**config.mk**
```make
export PLATFORM = sky130hd
export DESIGN_NAME = oserdes_pkt_loader
export DESIGN_NICKNAME = d
export VERILOG_FILES = /design/src/rtl/oserdes_pkg.sv /design/src/rtl/oserdes_pkt_loader.sv
export SDC_FILE = /design/constraint.sdc
export NUM_CORES = 1
export LEC_CHECK = 0
export BUFFER_PORTS_ARGS = -buffer_cell sky130_fd_sc_hd__buf_2
export CORE_UTILIZATION = 40
export CTS_BUF_LIST = sky130_fd_sc_hd__clkbuf_4 sky130_fd_sc_hd__clkbuf_8
export DETAILED_ROUTE_END_ITERATION = 10
export PLACE_DENSITY = 0.6
export SLEW_MARGIN = 20
export SYNTH_ARGS = -nofsm -noshare
export SYNTH_HDL_FRONTEND = slang
export SYNTH_SLANG_ARGS = --single-unit
```
**constraint.sdc**
```tcl
create_clock -name wr_clk -period 4 [get_ports wr_clk]
set_input_delay 0.6 -clock wr_clk [delete_from_list [all_inputs] [get_ports wr_clk]]
set_output_delay 0.6 -clock wr_clk [all_outputs]
set_load 0.1 [all_outputs]
```
**src/rtl/oserdes_pkg.sv**
```systemverilog
// ---------------------------------------------------------------------------
// oserdes_pkg
//   Shared definitions for the oserdes serializer family.
//   - state_t    : packet loader FSM states
//   - LEN_W      : width of packet length / serializer buffer pointers
//   - DRAIN_W    : width of the drain countdown (max length + guard gap)
//   - DEF_*      : default loader parameters
// ---------------------------------------------------------------------------
package oserdes_pkg;

  localparam int LEN_W         = 8;
  localparam int DRAIN_W       = 9;
  localparam int DEF_MAX_LEN   = 255;
  localparam int DEF_DRAIN_GAP = 4;

  typedef enum logic [2:0] {
    IDLE    = 3'd0,
    FILL    = 3'd1,
    DISCARD = 3'd2,
    LAUNCH  = 3'd3,
    DRAIN   = 3'd4
  } state_t;

endpackage

```
**src/rtl/oserdes_pkt_loader.sv**
```systemverilog
// ---------------------------------------------------------------------------
// oserdes_pkt_loader
//   Framing stage in front of the oserdes serializer. Takes a valid/ready/last
//   byte stream, copies each packet's bytes into the serializer buffer, then
//   fires one start pulse carrying the packet length. Input is held off until
//   the serializer has drained the packet plus DRAIN_GAP idle cycles, so only
//   one packet is ever in flight in the serializer buffer.
//
// Ports
//   wr_clk        in   clock (serializer parallel clock)
//   wr_rst        in   asynchronous active-high reset
//   s_data        in   [7:0] input byte
//   s_valid       in   input byte valid
//   s_last        in   byte is last of its packet
//   s_ready       out  loader accepts a byte this cycle
//   ser_data_o    out  [7:0] byte to serializer data_in
//   ser_valid_o   out  serializer data_valid_in
//   ser_start_o   out  one-cycle start pulse to serializer
//   ser_length_o  out  [7:0] packet length, stable from start to next start
//   busy_o        out  loader not idle
//   trunc_err_o   out  one-cycle pulse: packet reached MAX_LEN without s_last
//   pkt_cnt_o     out  [CNT_W-1:0] packets launched, wraps
// ---------------------------------------------------------------------------
module oserdes_pkt_loader
  import oserdes_pkg::*;
#(
  parameter int MAX_LEN   = DEF_MAX_LEN,
  parameter int DRAIN_GAP = DEF_DRAIN_GAP,
  parameter int CNT_W     = 16
) (
  input  logic              wr_clk,
  input  logic              wr_rst,
  input  logic [7:0]        s_data,
  input  logic              s_valid,
  input  logic              s_last,
  output logic              s_ready,
  output logic [7:0]        ser_data_o,
  output logic              ser_valid_o,
  output logic              ser_start_o,
  output logic [LEN_W-1:0]  ser_length_o,
  output logic              busy_o,
  output logic              trunc_err_o,
  output logic [CNT_W-1:0]  pkt_cnt_o
);

  localparam logic [LEN_W-1:0]   MAX_LEN_L = LEN_W'(MAX_LEN);
  localparam logic [DRAIN_W-1:0] GAP_L     = DRAIN_W'(DRAIN_GAP);

  state_t               state_reg, state_next;
  logic [LEN_W-1:0]     len_reg, len_next;
  logic [DRAIN_W-1:0]   drain_reg, drain_next;
  logic                 trunc_next;

  logic [7:0]           ser_data_reg;
  logic                 ser_valid_reg;
  logic                 ser_start_reg;
  logic [LEN_W-1:0]     ser_length_reg;
  logic                 trunc_reg;
  logic [CNT_W-1:0]     pkt_cnt_reg;

  logic                 accept;
  logic                 keep;
  logic [LEN_W-1:0]     len_inc;

  // Ready depends on state only; it is also forced low while reset is held
  // so nothing is accepted before the loader is out of reset.
  assign s_ready = ~wr_rst & ((state_reg == IDLE) || (state_reg == FILL) ||
                              (state_reg == DISCARD));
  assign accept  = s_valid & s_ready;
  // Bytes accepted in DISCARD are consumed but never forwarded.
  assign keep    = (state_reg == IDLE) || (state_reg == FILL);
  assign len_inc = len_reg + LEN_W'(1);

  always_comb begin
    state_next = state_reg;
    len_next   = len_reg;
    drain_next = drain_reg;
    trunc_next = 1'b0;
    case (state_reg)
      IDLE: begin
        if (accept) begin
          len_next = LEN_W'(1);
          if (s_last) begin
            state_next = LAUNCH;
          end else if (MAX_LEN_L == LEN_W'(1)) begin
            state_next = DISCARD;
            trunc_next = 1'b1;
          end else begin
            state_next = FILL;
          end
        end
      end
      FILL: begin
        if (accept) begin
          len_next = len_inc;
          // s_last wins over truncation when both land on the MAX_LEN-th byte.
          if (s_last) begin
            state_next = LAUNCH;
          end else if (len_inc == MAX_LEN_L) begin
            state_next = DISCARD;
            trunc_next = 1'b1;
          end
        end
      end
      DISCARD: begin
        if (accept && s_last) begin
          state_next = LAUNCH;
        end
      end
      LAUNCH: begin
        // Serializer needs len cycles to shift the packet out, then the gap.
        drain_next = {1'b0, len_reg} + GAP_L;
        state_next = DRAIN;
      end
      DRAIN: begin
        drain_next = drain_reg - DRAIN_W'(1);
        if (drain_reg == DRAIN_W'(1)) begin
          state_next = IDLE;
        end
      end
      default: begin
        state_next = IDLE;
      end
    endcase
  end

  always_ff @(posedge wr_clk or posedge wr_rst) begin
    if (wr_rst) begin
      state_reg      <= IDLE;
      len_reg        <= '0;
      drain_reg      <= '0;
      ser_data_reg   <= '0;
      ser_valid_reg  <= 1'b0;
      ser_start_reg  <= 1'b0;
      ser_length_reg <= '0;
      trunc_reg      <= 1'b0;
      pkt_cnt_reg    <= '0;
    end else begin
      state_reg     <= state_next;
      len_reg       <= len_next;
      drain_reg     <= drain_next;
      ser_valid_reg <= accept & keep;
      if (accept && keep) begin
        ser_data_reg <= s_data;
      end
      // LAUNCH is entered the cycle the final byte is on ser_valid_o, so the
      // registered start lands exactly one cycle after it.
      ser_start_reg <= (state_reg == LAUNCH);
      if (state_reg == LAUNCH) begin
        ser_length_reg <= len_reg;
        pkt_cnt_reg    <= pkt_cnt_reg + CNT_W'(1);
      end
      trunc_reg <= trunc_next;
    end
  end

  assign ser_data_o   = ser_data_reg;
  assign ser_valid_o  = ser_valid_reg;
  assign ser_start_o  = ser_start_reg;
  assign ser_length_o = ser_length_reg;
  assign trunc_err_o  = trunc_reg;
  assign pkt_cnt_o    = pkt_cnt_reg;
  assign busy_o       = (state_reg != IDLE);

endmodule

```
* Word level (Yosys, flattened, before mapping) *
Cells that the tools add are included.

storage, ports and cells
  flip-flop bits (word level) = 55
  bits of input ports = 12
  word-level logic and storage cells = 54

operators by class
  $add $sub $neg = 4
  eq/ne operators = 11
  muxes and demuxes = 16
  bitwise operators = 4
  reduce and logical (&&, ||, !) cells = 10

operator list
  operator                 number
  $mux W3                  6
  $pmux W9 S2              1
  $add A16 B1 Y16 const B  1
  $mux W8                  2
  $pmux W8 S2              1
  $pmux W3 S5              1
  $add A8 B3 Y9 const B    1
  $eq A9 B1 Y1 const B     1
  $sub A9 B1 Y9 const B    1
  $add A8 B1 Y8 const B    1
  $eq A8 B8 Y1 const B     1
  $eq A3 B2 Y1 const B     2
  $ne A2 B2 Y1 const B     3
  $reduce_and A5 Y1        1
  $mux W1                  4
  $reduce_bool A2 Y1       2
  $and A1 B1 Y1            3
  $eq A3 B1 Y1 const B     1
  $eq A3 B3 Y1 const B     1
  $logic_not A3 Y1         1
  $ne A3 B2 Y1 const B     1
  $reduce_and A3 Y1        1
  $reduce_bool A3 Y1       1
  $logic_and A1 B1 Y1      2
  4 further kinds          5

* Logic depth before layout (Yosys ltp) *
Gate-level depths: netlist (run 1).

  depth in word-level cells = 8
  depth in mapped cells = 6
  depth with buffers taken out = 6

* Worst setup path after synthesis (run 1) *
OpenSTA, ideal clock, no wires.

  path type = input -> output
  from = input wr_rst
  to = output s_ready
  data arrival time = 2,845 ps
  data required time = 3,400 ps
  setup slack = 555 ps
  stages on the path = 1
  buffers on the path = 0
  cell sequence = a211oi_1

between the ends
  cells in the longest elaborated chain, start to end = 2

ends and longest elaborated chain
  element          RTL line                  text
  start, declared  oserdes_pkt_loader.sv:32  input logic wr_rst,
  $not A1 Y1       oserdes_pkt_loader.sv:67  assign s_ready = ~wr_rst & ((state_reg == IDLE) || (state_reg == FILL) ||
  $and A1 B1 Y1    oserdes_pkt_loader.sv:67
  end, declared    oserdes_pkt_loader.sv:36  output logic s_ready,

Every way passes these cells.

* Worst setup path after layout (run 1) *
  from = register state_reg[1]
  to = register len_reg[7]

between the ends
  cells in the longest elaborated chain, start to end = 7
  elaborated cells between the ends (all ways) = 12
  those cells by class = eq/ne (4); mux (1); bitwise (2); reduce/logical (5)

ends and longest elaborated chain
  element                                                  RTL line                                            text
  start, declared                                          oserdes_pkt_loader.sv:49                            state_t state_reg, state_next;
  start signal, assigned                                   oserdes_pkt_loader.sv:139                           state_reg <= state_next;
  $eq A3 B1 Y1 / $logic_not A3 Y1 (equally long branches)  oserdes_pkt_loader.sv:67, oserdes_pkt_loader.sv:79
  $logic_or A1 B1 Y1 (2 in series)                         oserdes_pkt_loader.sv:67
  $and A1 B1 Y1                                            oserdes_pkt_loader.sv:67
  $and A1 B1 Y1                                            oserdes_pkt_loader.sv:69                            assign accept = s_valid & s_ready;
  $ne A2 B2 Y1 (no line)                                   -
  $reduce_and A3 Y1 (no line)                              -
  end signal, assigned                                     oserdes_pkt_loader.sv:140                           len_reg <= len_next;
  end, declared                                            oserdes_pkt_loader.sv:50                            logic [LEN_W-1:0] len_reg, len_next;

Parallel ways exist; a longest one is shown, timed or not.
A chain may end at the register's enable or synchronous reset.

==> out/metrics.cfg, run 1 <==
[status]
status = complete, no violations

[logic_synthesis]
yosysMostFrequentCell = nand2_1
synth_ff_type = dfrtp_1
ys_types = 46
ys_seq_area_frac = 0.530
synth-edff-count = 0
synth.largest_area_cell = dfrtp_1
syn_nets = 285
synth_top_area_frac = 0.530
ys_warn_count = 0
synth_common_cells = nand2_1, dfrtp_1, xnor2_1, o21ai_0, inv_1
netlist_instances = 267
syn-cell-area_sq_um = 2600
synth-seq-cells = 55
synth-async-reset-ratio = 1.00
ys_top_cells_by_area = dfrtp_1, nand2_1, xnor2_1
syn_avg_cell_area_sq_um = 9.72

[pwr]
p_int_mw = 1.07
switching_share = 0.547
power_density_nw_per_um2 = 790
seqPwrFrac = 0.370
power_frac_comb = 0.497
p_sw_mw = 1.29
clock_power_share = 0.133
p_leak_nw = 1.52
max-vdd-ir-drop_mv = 0.464

[timing]
finalCritPeriodShare = 0.567
period_needed_ps = 2270
setup_violations = 0
tightest_slew_ps = 553
slew_headroom = 0.631
fin_worst_skew_ps = 14.3
fin_tns_setup_ps = 0
setup_ws_ps = 1730
clock.fmax_mhz = 441
maxSlewViolCount = 0
rsz0062_at_grt = false
hold_violations = 0

[finish]
design_area_sq_um = 2990
fill_cells = 605
nets = 330
drive_gt1_frac = 0.208
syn_to_final_growth_pct = 15.0
fin_cells = 388
num_antenna_cells = 0
largest_reg_flops = 16

[worst_setup_path]
crit_path_cell_trace = nor2_1 > nand2_1 > inv_1 > nand2_1 > or2_2 > o31ai_1
reg2reg_slack_ps = 1730
crit_required_ps = 4220
cpMostUsedCell = nand2_1
worstSetupPathType = register to register
critPathLaunchType = register
cpMaxStageDelayCell = dfrtp_1
cp.arrival_ps = 2490
cpPeakStageDelay_ps = 470
path_buf_inv = 1
path_max_fanout = 17
cp-end-kind = register
cp_top_family = simple AND/OR/NAND/NOR gates

[route]
avgRoutedWirePerCell_um = 14.4
first_pass_iters = 4
drc = 0
wirelength_um = 5580
ant_nets = 0
drtIter0Drc = 149
via_per_inst = 5.35
vias = 2077

[clock_network]
cts_setup_buffers = 0
clkTransAtPathRegs_ps = 100
cts-resized-gates = 0
insertion_delay_ps = 320
hold_buffers = 0
cts_made_buffers = 5
cts.htree.levels = 2
cts_tree = built
cts_buffer_depth = 2
clockRootBuffer = clkbuf_8
clock_sinks = 55

[floorplanning]
die_w_um = 82.6
io_pins = 49
die_area_sq_um = 6820
rows = 28
core-area_sq_um = 6100
initial_core_util = 0.426
die_h_um = 82.6

[placement]
pre_cts_slack_ps = 1420
placement.io_buffers = 48
place_hpwl_um = 3910
dp.cells = 380
dpl_cell_area_sq_um = 2900
place_congestion = 0.815

[grt]
grt_use_total = 0.178
grt_max_degree = 32
antenna_found_initial = 0
gr-total-overflow = 0
grt_pass1_vias = 1928
grt_pass1_wl_um = 9120

[job]
cap_violations = 0

[min_path]
hp-class = input pin to asynchronous set/reset pin

power groups by stage:
| stage | clock network, mW | registers [mW] | logic [mW] |
|---|---|---|---|
| floorplan | 0 | 1.38 | 0.454 |
| global placement | 0 | 0.882 | 1.17 |
| detailed placement | 0 | 0.882 | 1.17 |
| CTS | 0.325 | 0.872 | 1.18 |
| global route | 0.349 | 0.901 | 1.24 |
| finish | 0.315 | 0.873 | 1.17 |
stage by stage:
step,utilization,power [mW],hold slack (ps)
floorplan,-,1.84,454
CTS,0.490,2.37,350
global placement,0.475,2.05,456
finish,0.490,2.36,344
detailed placement,0.475,2.05,458
global route,0.490,2.49,368
cells in the final DEF, fill, tap and decap left out, types with 3 or more instances in the layout:
cell      netlist  final
a21oi_1         5      5
a311oi_1        3      3
and2_1          5      5
and3_1          3      3
and4_1          3      3
buf_2           3     48
clkbuf_8        0      5
dfrtp_1        55     55
ha_1            6      6
inv_1          10      9
nand2_1        66     66
nand3_1         9      9
nand4_1         8      8
nor2_1          9      9
nor2b_1         3      3
nor4_1          3      3
o21ai_0        13     13
o31ai_1         5      5
xnor2_1        15     15
xor2_1          5      5
worst reg2reg max path: cells and delay by family, from the launching register on:
family                 cells  cell delay [ps]
buffers and inverters      1              440
DFF                        1              470
and+or+nand+nor            4             1070
AOI/OAI and AO/OA          1              190
cell type report:
class                   instances  area (sq um)  share of cell area
clock buffers                   5          68.8              0.0230
clock inverters                 3          22.5             0.00754
inverters                      10          37.5              0.0126
multi-input cells             190          1130               0.379
flip-flops and latches         55          1380               0.461
well taps                      75          93.8              0.0314
repair buffers                 50           255              0.0855
metal layers:
metal / track usage / up-vias / wire length (um)
met5: 0 / - / 0
met2: 0.278 / 66 / 2540
li1: - / 1018 / -
met3: 0.0407 / 6 / 332
met4: 0.0603 / 0 / 63
met1: 0.244 / 987 / 2640
worst paths after layout:
kind	start	end	depth (start not counted)
min in group wr_clk	ser_data_o[0]	ser_data_o[0]	2
max in group asynchronous	wr_rst	drain_reg[2]	3
worst max-delay path	state_reg[1]	len_reg[7]	6
worst max register to register	state_reg[1]	len_reg[7]	6
worst min-delay path	wr_rst	len_reg[4]	2
worst min register to register	ser_data_o[0]	ser_data_o[0]	2
cell families after synthesis:
group	count (synthesis)	synth area share
AND/OR/NAND/NOR	119	0.219
flip-flops	55	0.530
AO/OA/AOI/OAI	44	0.117
buffers and inverters	22	0.0337
XOR/XNOR	20	0.0675
adder cells (fa/ha/maj)	6	0.0289
multiplexers	1	0.00386
Power figures use the tool's default switching activity.
==> inputs of run 2 (changes only) <==
Settings changed: ABC_AREA set to 1, PLACE_DENSITY 0.6 to 0.62.
Clock period 4 ns to 2 ns, I/O delays scaled along.
==> run 2 against run 1 <==
Net effect: synthesized cell count increased by 24%; sequential share of layout area decreased by 3.4 points; synthesized area increased by 6.5%; first-iteration DRC count decreased by 34%; largest cell class unchanged; clock-buffer cell count increased by 2; non-clock buffer count increased by 5; cell area increased by 8.3%; wire length increased by 4.5%; highest routed layer unchanged; critical path type is now register to output pin; hold slack got worse by 300 ps.
==> out/metrics.cfg, run 2 <==
[status]
status = complete, no violations  ; unchanged

[logic_synthesis]
synth-edff-count = 0  ; unchanged
ys_warn_count = 0  ; unchanged
syn-cell-area_sq_um = 2760  ; was 2600 sq um
synth_common_cells = nand2_1, dfrtp_1, inv_1, nor2_1, o21ai_0  ; was nand2_1, dfrtp_1, xnor2_1, o21ai_0, inv_1
synth.largest_area_cell = dfrtp_1  ; unchanged
synth-seq-cells = 55  ; unchanged
ys_seq_area_frac = 0.498  ; was 0.530
syn_avg_cell_area_sq_um = 8.33  ; was 9.72 sq um
syn_nets = 350  ; was 285
synth_top_area_frac = 0.498  ; was 0.530
ys_top_cells_by_area = dfrtp_1, nand2_1, inv_1  ; was dfrtp_1, nand2_1, xnor2_1
synth-async-reset-ratio = 1.00  ; unchanged
ys_types = 30  ; was 46
netlist_instances = 332  ; was 267
yosysMostFrequentCell = nand2_1  ; unchanged
synth_ff_type = dfrtp_1  ; unchanged

[worst_setup_path]
reg2reg_slack_ps = 320  ; was 1730 ps
path_max_fanout = 7  ; was 17
cp-end-kind = output pin  ; was register
cpPeakStageDelay_ps = 470  ; about the same
cp.arrival_ps = 1590  ; was 2490 ps
crit_path_cell_trace = nand2_2 > nand2_1 > nor2_2 > buf_2  ; was nor2_1 > nand2_1 > inv_1 > nand2_1 > or2_2 > o31ai_1
cpMaxStageDelayCell = dfrtp_1  ; unchanged
crit_required_ps = 1700  ; was 4220 ps
worst_r2r_path_depth = 7  ; was 6
critPathLaunchType = register  ; unchanged
timing.rr.end = pkt_cnt_o[11]  ; was len_reg[7]
timing.rr.start = state_reg[0]  ; was state_reg[1]
worstSetupPathType = register to output pin  ; was register to register

[timing]
tightest_slew_ps = 508  ; was 553 ps
finalCritPeriodShare = 0.946
maxSlewViolCount = 0  ; unchanged
hold_violations = 0  ; unchanged
clock.fmax_mhz = 529
fin_tns_setup_ps = 0  ; unchanged
setup_ws_ps = 108  ; was 1730 ps
period_needed_ps = 1890
fin_worst_skew_ps = 9.76  ; was 14.3 ps
setup_violations = 0  ; unchanged
rsz0062_at_grt = false  ; unchanged
slew_headroom = 0.661  ; was 0.631

[pwr]
power_density_nw_per_um2 = 1700  ; was 790 nW/um^2
max-vdd-ir-drop_mv = 1.09  ; was 0.464 mV
p_leak_nw = 1.67  ; was 1.52 nW

[finish]
seq_area_sq_um = 1380  ; about the same
nets = 406  ; was 330
fill_cells = 632  ; was 605
fin_cells = 466  ; was 388
num_antenna_cells = 0  ; unchanged
layout_common_cells = nand2_1, dfrtp_1, buf_2  ; unchanged
largest_reg_flops = 16  ; unchanged
multi_input_area_sq_um = 1220  ; was 1130 sq um
drive_gt1_frac = 0.211  ; was 0.208
syn_to_final_growth_pct = 17.0  ; was 15.0%
final_common_cell = nand2_1  ; unchanged

[floorplanning]
initial_core_util = 0.426  ; about the same
core-area_sq_um = 6490  ; was 6100 sq um
rows = 29  ; was 28
io_pins = 49  ; unchanged
die_area_sq_um = 7250  ; was 6820 sq um
die_h_um = 85.1  ; was 82.6 um
die_w_um = 85.1  ; was 82.6 um

[grt]
grt_pass1_vias = 2280  ; was 1928
grt_use_total = 0.178  ; about the same
gr-total-overflow = 0  ; unchanged
grt_max_degree = 25  ; was 32
grt_pass1_wl_um = 10300  ; was 9120 um
antenna_found_initial = 0  ; unchanged

[route]
wirelength_um = 5820  ; was 5580 um
first_pass_iters = 4  ; unchanged
drtIter0Drc = 99  ; was 149
drc = 0  ; unchanged
avgRoutedWirePerCell_um = 12.5  ; was 14.4 um
vias = 2293  ; was 2077
ant_nets = 0  ; unchanged
via_per_inst = 4.92  ; was 5.35

[clock_network]
cts_setup_buffers = 0  ; unchanged
hold_buffers = 0  ; unchanged
clockRootBuffer = clkbuf_8  ; unchanged
insertion_delay_ps = 310  ; was 320 ps
cts-resized-gates = 0  ; unchanged
clock_sinks = 55  ; unchanged
cts_buffer_depth = 2  ; unchanged
cts_made_buffers = 5  ; unchanged
cts_tree = built  ; unchanged
clkTransAtPathRegs_ps = 100  ; about the same
cts.htree.levels = 2  ; unchanged

[job]
cap_violations = 0  ; unchanged

[placement]
pre_cts_slack_ps = 320  ; was 1420 ps
place_congestion = 0.839  ; was 0.815
dp.cells = 458  ; was 380
place_hpwl_um = 4500  ; was 3910 um
placement.io_buffers = 48  ; unchanged

[min_path]
hp-class = input pin to asynchronous set/reset pin  ; unchanged

## run 2: cell types whose count changed after synthesis, sizes merged, moves of 7 or more
cell    delta
o21ai      +8
nor2      +17
xnor2      -9
nand3     +10
clkbuf     -7
inv       +27
nand2     +39
## run 2: worst max-delay path by stage
stage	slack [ps]	start	cells past startpoint	endpoint
after floorplan	8	pkt_cnt_o[12]	8	pkt_cnt_o[15]
after global placement	360	state_reg[0]	8	len_reg[0]
after detailed placement	320	state_reg[0]	7	pkt_cnt_o[11]
after CTS	100	state_reg[0]	4	s_ready
after global routing	10	state_reg[0]	4	s_ready
final	110	state_reg[0]	4	s_ready
## run 2: stage by stage
step	area, sq um	total power, mW	hold WS [ps]	utilization
floorplan	2770	4.29	363	-
detailed placement	3130	4.85	405	0.482
global route	3230	5.86	94.3	0.498
finish	3230	5.50	42.0	0.498
CTS	3230	5.53	66.2	0.498
global placement	3130	4.82	399	0.482
## run 2: per-layer routing
metal  vias up  track usage  part of all wire
met3         6       0.0350             0.039
li1       1189            -                 -
met2        47        0.281              0.45
met4         0       0.0601             0.011
met1      1051        0.247              0.50
met5         -            0                 0
## run 2: logic make-up (layout without fill, tap and decap cells)
kind of cell | Yosys count | after routing | share of synthesized area
XOR/XNOR | 15 | 15 | 0.0475
AO/OA/AOI/OAI | 42 | 42 | 0.0878
buffers and inverters | 43 | 100 | 0.0616
adder cells (fa/ha/maj) | 6 | 6 | 0.0272
AND/OR/NAND/NOR | 171 | 171 | 0.278
flip-flops | 55 | 55 | 0.498
## run 2: worst max-delay path, delay by kind of cell, from the launching register on
family                 cells  cell delay [ps]
buffers and inverters      1              430
flip-flops                 1              470
AND/OR/NAND/NOR            3              390
## run 2: report_power, final
group          internal [mW]  total, mW  switching [mW]
registers               1.47       1.81           0.333
clock network          0.316      0.679           0.363
logic                  0.608       3.02            2.41
## run 2: final cells by class
cell class	instances	share of cell area
repair buffers	55	0.0906
inverters	37	0.0430
well taps	77	0.0298
flip-flops and latches	55	0.427
clock inverters	1	0.00232
clock buffers	7	0.0298
multi-input cells	234	0.377
==> inputs of run 3 (changes only) <==
Settings changed: CELL_PAD_IN_SITES_DETAIL_PLACEMENT set to 1, CELL_PAD_IN_SITES_GLOBAL_PLACEMENT set to 1, CORE_UTILIZATION 40 to 31, PLACE_DENSITY 0.62 to 0.64.
==> run 3 against run 2 <==
Net effect: clock skew increased by 1.1 ps; critical path type unchanged; clock power increased by 2%; die area increased by 28%; largest power group unchanged.
==> out/metrics.cfg, run 3 (synthesis results as in run 2) <==
[status]
status = complete, no violations  ; unchanged

[worst_setup_path]
timing.rr.end = pkt_cnt_o[11]  ; unchanged
timing.rr.start = state_reg[0]  ; unchanged
cp.arrival_ps = 1530  ; was 1590 ps
worstSetupPathType = register to output pin  ; unchanged
worst_r2r_path_depth = 7  ; unchanged
path_max_fanout = 7  ; unchanged
critPathLaunchType = register  ; unchanged
crit_required_ps = 1700  ; about the same
cp-end-kind = output pin  ; unchanged
reg2reg_slack_ps = 240  ; was 320 ps

[floorplanning]
io_pins = 49  ; unchanged
die_w_um = 96.4  ; was 85.1 um
rows = 34  ; was 29
initial_core_util = 0.318  ; was 0.426
die_h_um = 96.4  ; was 85.1 um
die_area_sq_um = 9300  ; was 7250 sq um
core-area_sq_um = 8680  ; was 6490 sq um

[finish]
drive_gt1_frac = 0.210  ; was 0.211
layout_common_cells = nand2_1, dfrtp_1, buf_2  ; unchanged
nets = 407  ; was 406
largest_reg_flops = 16  ; unchanged
final_common_cell = nand2_1  ; unchanged
num_antenna_cells = 0  ; unchanged
final_util = 0.379  ; was 0.498
syn_to_final_growth_pct = 19.1  ; was 17.0%
fill_cells = 1098  ; was 632

[grt]
grt_pass1_wl_um = 12000  ; was 10300 um
grt_pass1_vias = 2410  ; was 2280
gr-total-overflow = 0  ; unchanged
grt_max_degree = 28  ; was 25
grt_use_total = 0.167  ; was 0.178
antenna_found_initial = 0  ; unchanged

[route]
first_pass_iters = 4  ; unchanged
via_per_inst = 4.75  ; was 4.92
vias = 2367  ; was 2293
drtIter0Drc = 91  ; was 99
wirelength_um = 6920  ; was 5820 um
ant_nets = 0  ; unchanged
avgRoutedWirePerCell_um = 13.9  ; was 12.5 um
drc = 0  ; unchanged

[placement]
pre_cts_slack_ps = 230  ; was 320 ps
place_hpwl_um = 5330  ; was 4500 um
place_congestion = 0.820  ; was 0.839
placement.io_buffers = 48  ; unchanged

[clock_network]
cts_setup_buffers = 0  ; unchanged
insertion_delay_ps = 330  ; was 310 ps
clkTransAtPathRegs_ps = 120  ; was 100 ps
cts_buffer_depth = 2  ; unchanged
clock_sinks = 55  ; unchanged
clockRootBuffer = clkbuf_8  ; unchanged
cts_made_buffers = 5  ; unchanged
cts_tree = built  ; unchanged
cts.htree.levels = 2  ; unchanged

[pwr]
max-vdd-ir-drop_mv = 0.985  ; was 1.09 mV
p_leak_nw = 1.68  ; was 1.67 nW
power.total_mw = 5.58  ; was 5.50 mW
power_density_nw_per_um2 = 1700  ; about the same

[timing]
period_needed_ps = 1830  ; was 1890 ps
rsz0062_at_grt = false  ; unchanged
setup_ws_ps = 169  ; was 108 ps
fin_worst_skew_ps = 10.8  ; was 9.76 ps
hold_violations = 0  ; unchanged
setup_violations = 0  ; unchanged
maxSlewViolCount = 0  ; unchanged
clock.fmax_mhz = 546  ; was 529 MHz
slew_headroom = 0.667  ; was 0.661
fin_tns_setup_ps = 0  ; unchanged
tightest_slew_ps = 503  ; was 508 ps
finalCritPeriodShare = 0.915  ; was 0.946

[min_path]
hold_depth = 3
hold_end = ser_data_o[0]
hp-class = input pin to register  ; was input pin to asynchronous set/reset pin
hold_start = s_data[0]

[job]
cap_violations = 0  ; unchanged

run 3: cell count changes in the layout (fill, tap and decap cells not counted), sizes merged:
cell and delta:
dlygate4sd3 +1, clkinvlp -1, buf -1, clkbuf -1
inv +2, clkinv +1
run 3: power breakdown:
| group | switching (mW) | internal, mW | leakage (nW) |
|---|---|---|---|
| combinational | 2.46 | 0.624 | 0.910 |
| sequential | 0.331 | 1.47 | 0.717 |
| clock | 0.424 | 0.267 | 0.0522 |
run 3: area by class of cell:
cell class                      instances  area [sq um]  share of cell area
Sequential cell                        55          1380               0.419
Multi-Input combinational cell        234          1220               0.370
Timing Repair Buffer                   56           318              0.0965
Inverter                               37           139              0.0422
Tap cell                              108           135              0.0410
Clock buffer                            5          68.8              0.0209
Clock inverter                          3          31.3             0.00950
run 3: how the worst max path moves through the flow:
stage	from	end	cells after the start
floorplan	pkt_cnt_o[12]	pkt_cnt_o[15]	8
finish	state_reg[0]	s_ready	4
global placement	state_reg[0]	pkt_cnt_o[11]	7
detailed placement	state_reg[0]	pkt_cnt_o[11]	7
global route	state_reg[0]	drain_reg[5]	6
CTS	state_reg[0]	s_ready	4
run 3: metrics by stage:
stage,hold slack (ps),instance area [sq um],std cells
3_3_place_gp,344,3180,489
2_1_floorplan,363,2770,332
4_1_cts,145,3290,498
6_report,155,3290,498
5_1_grt,157,3290,498
3_5_place_dp,350,3180,489
run 3: layer usage:
metal / wire [um] / vias to the layer above / global-route usage
met5: 0 / - / 0
met3: 167 / 5 / 0.0243
met4: 82 / 0 / 0.0429
met1: 3420 / 1137 / 0.232
met2: 3250 / 31 / 0.272
li1: - / 1194 / -
run 3: what timing repair did:
| item | 4_1_cts | 5_1_grt |
|---|---|---|
| endpoints found under the hold margin | 15 | 0 |
| gates resized for setup | 0 | 1 |
| hold buffers | 1 | 0 |
| endpoints found under the setup margin | 0 | 1 |
run 3: worst max-delay path, stage by stage, from the launching register on:
cell	delay [ps]
dfrtp_1	490
nand2_2	130
nand2_1	150
nor2_2	110
clkbuf_4	330
